## src/rtl/wb_arbiter.sv

```systemverilog
// Writeback arbiter: queues mem/ALU results in arrival order and retires one per
// cycle to the register file write port, with two forwarding lookups into the queue.
module wb_arbiter #(
  parameter int DEPTH  = 4,
  parameter int ADDR_W = 5,
  parameter int DATA_W = 32
) (
  input  logic              clk,
  input  logic              rst,
  input  logic              mem_valid,
  output logic              mem_ready,
  input  logic [ADDR_W-1:0] mem_waddr,
  input  logic [DATA_W-1:0] mem_wdata,
  input  logic              alu_valid,
  output logic              alu_ready,
  input  logic [ADDR_W-1:0] alu_waddr,
  input  logic [DATA_W-1:0] alu_wdata,
  output logic              we,
  output logic [ADDR_W-1:0] waddr,
  output logic [DATA_W-1:0] wdata,
  input  logic [ADDR_W-1:0] fwd_raddr1,
  input  logic [ADDR_W-1:0] fwd_raddr2,
  output logic              fwd_hit1,
  output logic              fwd_hit2,
  output logic [DATA_W-1:0] fwd_data1,
  output logic [DATA_W-1:0] fwd_data2
);

  localparam int PTR_W = $clog2(DEPTH);
  localparam int CNT_W = PTR_W + 1;

  logic [PTR_W-1:0]  r_head;
  logic [PTR_W-1:0]  r_tail;
  logic [CNT_W-1:0]  r_count;
  logic [ADDR_W-1:0] r_addr [DEPTH];
  logic [DATA_W-1:0] r_data [DEPTH];

  logic [CNT_W-1:0]  w_free;
  logic              w_push_mem;
  logic              w_push_alu;
  logic              w_pop;
  logic [PTR_W-1:0]  w_alu_slot;
  logic [DATA_W:0]   w_fwd1;
  logic [DATA_W:0]   w_fwd2;

  // Readies use only the registered count, so the write port never feeds them.
  assign w_free    = CNT_W'(DEPTH) - r_count;
  assign mem_ready = !rst && (w_free != '0);
  assign alu_ready = !rst && ((w_free >= CNT_W'(2)) || ((w_free == CNT_W'(1)) && !mem_valid));

  assign w_push_mem = mem_valid && mem_ready && (mem_waddr != '0);
  assign w_push_alu = alu_valid && alu_ready && (alu_waddr != '0);
  assign w_pop      = (r_count != '0);
  assign w_alu_slot = r_tail + PTR_W'(w_push_mem);

  always_ff @(posedge clk) begin
    if (rst) begin
      r_head  <= '0;
      r_tail  <= '0;
      r_count <= '0;
    end else begin
      r_head  <= r_head + PTR_W'(w_pop);
      r_tail  <= r_tail + PTR_W'(w_push_mem) + PTR_W'(w_push_alu);
      r_count <= r_count + CNT_W'(w_push_mem) + CNT_W'(w_push_alu) - CNT_W'(w_pop);
    end
  end

  always_ff @(posedge clk) begin
    if (w_push_mem) begin
      r_addr[r_tail] <= mem_waddr;
      r_data[r_tail] <= mem_wdata;
    end
    if (w_push_alu) begin
      r_addr[w_alu_slot] <= alu_waddr;
      r_data[w_alu_slot] <= alu_wdata;
    end
  end

  assign we    = !rst && w_pop;
  assign waddr = we ? r_addr[r_head] : '0;
  assign wdata = we ? r_data[r_head] : '0;

  // Scan oldest to youngest so the last match seen is the youngest one.
  function automatic logic [DATA_W:0] fwd_lookup(input logic [ADDR_W-1:0] raddr);
    logic [PTR_W-1:0] idx;
    fwd_lookup = '0;
    for (int unsigned i = 0; i < DEPTH; i++) begin
      idx = r_head + PTR_W'(i);
      if ((CNT_W'(i) < r_count) && (raddr != '0) && (r_addr[idx] == raddr))
        fwd_lookup = {1'b1, r_data[idx]};
    end
  endfunction

  always_comb begin
    w_fwd1 = '0;
    w_fwd2 = '0;
    if (!rst) begin
      w_fwd1 = fwd_lookup(fwd_raddr1);
      w_fwd2 = fwd_lookup(fwd_raddr2);
    end
  end

  assign fwd_hit1  = w_fwd1[DATA_W];
  assign fwd_data1 = w_fwd1[DATA_W-1:0];
  assign fwd_hit2  = w_fwd2[DATA_W];
  assign fwd_data2 = w_fwd2[DATA_W-1:0];

endmodule
```

## config.mk

```make
export PLATFORM = sky130hd
export DESIGN_NAME = wb_arbiter
export DESIGN_NICKNAME = d
export VERILOG_FILES = /design/src/rtl/wb_arbiter.sv
export SDC_FILE = /design/constraint.sdc
export NUM_CORES = 1
export LEC_CHECK = 0
export BUFFER_PORTS_ARGS = -buffer_cell sky130_fd_sc_hd__buf_4
export CORE_MARGIN = 4
export CORE_UTILIZATION = 65
export CTS_BUF_LIST = sky130_fd_sc_hd__clkbuf_4 sky130_fd_sc_hd__clkbuf_8
export DETAILED_ROUTE_END_ITERATION = 6
export PLACE_DENSITY_LB_ADDON = 0.3
export SLEW_MARGIN = 5
export SYNTH_ARGS = -nofsm -noshare
export SYNTH_HDL_FRONTEND = slang
export SYNTH_SLANG_ARGS = --single-unit
```

## constraint.sdc

```tcl
create_clock -name clk -period 9.25 [get_ports clk]
set_clock_uncertainty 0.05 [all_clocks]
set_input_delay 1.85 -clock clk [delete_from_list [all_inputs] [get_ports clk]]
set_output_delay 1.85 -clock clk [all_outputs]
set_load 0.02 [all_outputs]
```

==> results.txt <==
The congestion estimate from routability-driven global placement came to 0.971. Adding up every negative setup slack in the final design gives 0 ns. The via count of the first global-routing pass was 13,400; the share of post-route cells with drive strength above 1 was 34.5%. In the routed design, unresolved DRC markers number 0.

After floorplanning, the core was divided into 54 placement rows. Synthesis-to-layout area growth: 12.0%. The Yosys step of the flow raised 0 warnings.

Setup repair after global routing left no endpoint under its margin. After clock tree synthesis, the clock-pin slew on the worst setup and hold paths is 0.08 ns. The total grt overflow came out at 0.

Net switching is 47.6% of the power. Counting flops with a built-in enable in the synthesized netlist gives 148. The largest fanout of any net on the critical path was 32; the portion of the clock cycle consumed by the worst path in the final layout was 76.7%. In this run the count of I/O pins placed on the die edge is 194. The final wirelength was 47,000 um. The worst setup path is captured at a primary output. Once placement completed, the tool counted placed cells totaling 1,896.

The total iterations of the first detailed-routing run was 7; the relative slew slack was 20.1%. The mean routed wirelength per cell was 24.4 um. The data arrival at the endpoint of the critical path came out at 5.19 ns.

Via density per instance: 7.30. The repair_antennas step left the layout with diodes totalling 0. Hold is met by 0.714 ns. Entering global routing, the biggest net connects 239 pins. The run gives 0.0221 sq mm as the floorplan core area. The number of different library cells in the post-synthesis netlist is 68, and the slew at the pin closest to its max-slew limit is 1.20 ns.

The required time of the worst setup path was 7.35 ns. Yosys attributes the largest share of cell area to sky130_fd_sc_hd__edfxtp_1, sky130_fd_sc_hd__mux2_2, sky130_fd_sc_hd__mux4_2, sky130_fd_sc_hd__mux2i_1, sky130_fd_sc_hd__nand2_1. The post-layout net count is 1,736, and the post-route minimum period is 7.09 ns. The finished cells cover 0.0166 sq mm. The share of Yosys cell area claimed by the top area cell type was 30.0%. In this run the cell area measured after placement is 0.0162 sq mm. Registers are responsible for 25.6% of the overall power. Counting instances, the worst hold path has a depth of 3. The chip height was 159 um; the number of max-cap violations was 0.

The number of H-tree branching levels is 4. The worst hold-check path type was reg -> reg. The hold buffer count at cts was 0; the number of buffers inserted during clock tree synthesis was 17.

The clock group share of total power came out at 12.3%. The flow ran to the end, and the final reports show no timing, DRC or antenna violations. TritonCTS built the clock tree. Setup violations remaining at the end of the flow were counted as 0.

The full die area was 0.0252 sq mm; the count of mapped cells out of synthesis was 1,560. The internal portion of the total power is 2.23 mW. Clock latency on the worst-skew pair, taken at its later pin, is 0.46 ns.

The share of power burned in combinational logic came out at 62.1%. For this design the static power due to leakage is 5.83 nW. Summing the sequential cell areas from Yosys gives 31.0% of the chip area. The filler cell count in the final layout was 1,560. For this block, the via count after detailed routing is 14,100. The upper clock frequency limit is 0.141 GHz, and the horizontal die dimension is 159 um. The finished layout holds 1,928 standard cells, fillers aside. The clock drives 155 sinks.

The tools report the post-synth net total as 1,661. Cell type with the largest total area after synthesis: sky130_fd_sc_hd__edfxtp_1. The tools report the number of antenna-violating nets in the routed design as 0. After synthesis, the most frequently instantiated cells are sky130_fd_sc_hd__mux2_2, sky130_fd_sc_hd__edfxtp_1, sky130_fd_sc_hd__nand2_1. The wire length of the first global-routing pass was 73,100 um. Global routing used 35.5% of the available tracks.

For the worst flop-to-flop path, the logic depth is 11. The largest buffer count on any clock path came out at 2. The maximum VDD drop was 0.262 mV; the initial DRC count was 1,926.

The tools report the post-layout worst setup margin as 2.16 ns. For the power dissipated by switching net loads, the log shows 2.02 mW. The clock root buffer was sky130_fd_sc_hd__clkbuf_8. Port buffering added 193 buffers. Setup fix buffers added after clock tree synthesis: 0. The count of pins over their slew limit was 0. The run gives 75.0% as the final core area utilization. Summed over all nets, the half-perimeter wirelength after detailed placement is 28,900 um.

The critical path in this run is classified as in -> out. In the post-synthesis netlist, the cell with the most instances is sky130_fd_sc_hd__mux2_2. The initial antenna violation count came out at 4. The startpoint class of the critical path was an input pin. Summing internal, switching and leakage power gives 4.24 mW. Counting flops and latches in the post-synthesis netlist gives 155. OpenSTA, run right after detailed placement, puts the worst setup slack at 2.33 ns. The run gives 0.0148 sq mm as the combined area of all synthesized cells. For this design the ratio of total power to cell area is 256 mW/mm^2. The hold violation total from the final report is 0. The total of cells resized after clock tree synthesis was 0. The post-synthesis average cell area is 9.48 sq um. The main flop type after synthesis was sky130_fd_sc_hd__edfxtp_1.

After synthesis, the share of flip-flops with an asynchronous set or reset is 0%. Once the floorplan was initialized, standard cells occupied 67.0% of the core.
==> registers in the layout, summed over array words and instances, names as in the netlist <==
signal   flops
r_addr      20
r_count      3
r_data     128
r_head       2
r_tail       2
==> final timing paths <==
check	from	to	slack, ns
worst max register to register	r_count[1]	r_data[2][2]	5.42
worst max-delay path	fwd_raddr1[3]	fwd_data1[27]	2.16
worst min-delay path	r_count[0]	r_count[0]	0.71
worst min register to register	r_count[0]	r_count[0]	0.71
==> layer usage <==
metal  track usage (%)  up-vias  wire (um)
met5                 0        -         55
met4              17.1        8       2280
met3              9.12      227       6240
met2              55.8     1108      21500
met1              46.3     6557      16900
li1                  -     6168          -
==> layout make-up <==
type	count	area, sq um	area share [%]
clock inverter	15	149	0.898
sequential	155	4590	27.7
tap	280	350	2.11
multi-input combinational	1177	9340	56.4
clock buffer	17	234	1.41
inverter	67	253	1.53
timing repair buffer	217	1650	9.98
==> power by group through the flow <==
stage / logic, mW / registers (mW) / clock network (mW)
after detailed placement: 2.56 / 1.09 / 0
after global placement: 2.50 / 1.08 / 0
after global routing: 2.81 / 1.10 / 0.554
final: 2.64 / 1.08 / 0.523
after CTS: 2.58 / 1.08 / 0.523
after floorplan: 1.95 / 1.02 / 0
==> placed cells by master (no fill, tap or decap), types with 49 or more instances in the layout <==
cell and instances:
sky130_fd_sc_hd__a211oi_1 49, sky130_fd_sc_hd__a21oi_1 93, sky130_fd_sc_hd__buf_4 215, sky130_fd_sc_hd__edfxtp_1 148
sky130_fd_sc_hd__inv_1 66, sky130_fd_sc_hd__mux2_2 193, sky130_fd_sc_hd__mux2i_1 58, sky130_fd_sc_hd__nand2_1 121
sky130_fd_sc_hd__nor2_1 90, sky130_fd_sc_hd__or3_1 57
==> cell families (layout without fill, tap and decap cells) <==
family / Yosys count / in the layout / synth area share (%)
compound gates: 440 / 440 / 21.7
simple gates: 398 / 398 / 13.4
mux: 286 / 286 / 24.0
buf+inv: 228 / 316 / 6.36
flops: 155 / 155 / 31.0
xor+xnor: 40 / 40 / 2.37
fa+ha+maj: 13 / 13 / 1.20
==> worst max-delay path, stage by stage <==
cell and delay, ns:
sky130_fd_sc_hd__buf_4 0.14, sky130_fd_sc_hd__xnor2_1 0.23, sky130_fd_sc_hd__and3_1 0.43, sky130_fd_sc_hd__nand2_2 0.54, sky130_fd_sc_hd__a21oi_4 0.97, sky130_fd_sc_hd__o2111ai_1 0.22
sky130_fd_sc_hd__a311oi_1 0.52, sky130_fd_sc_hd__buf_4 0.24
No activity file was read; power rests on OpenSTA's default activity.
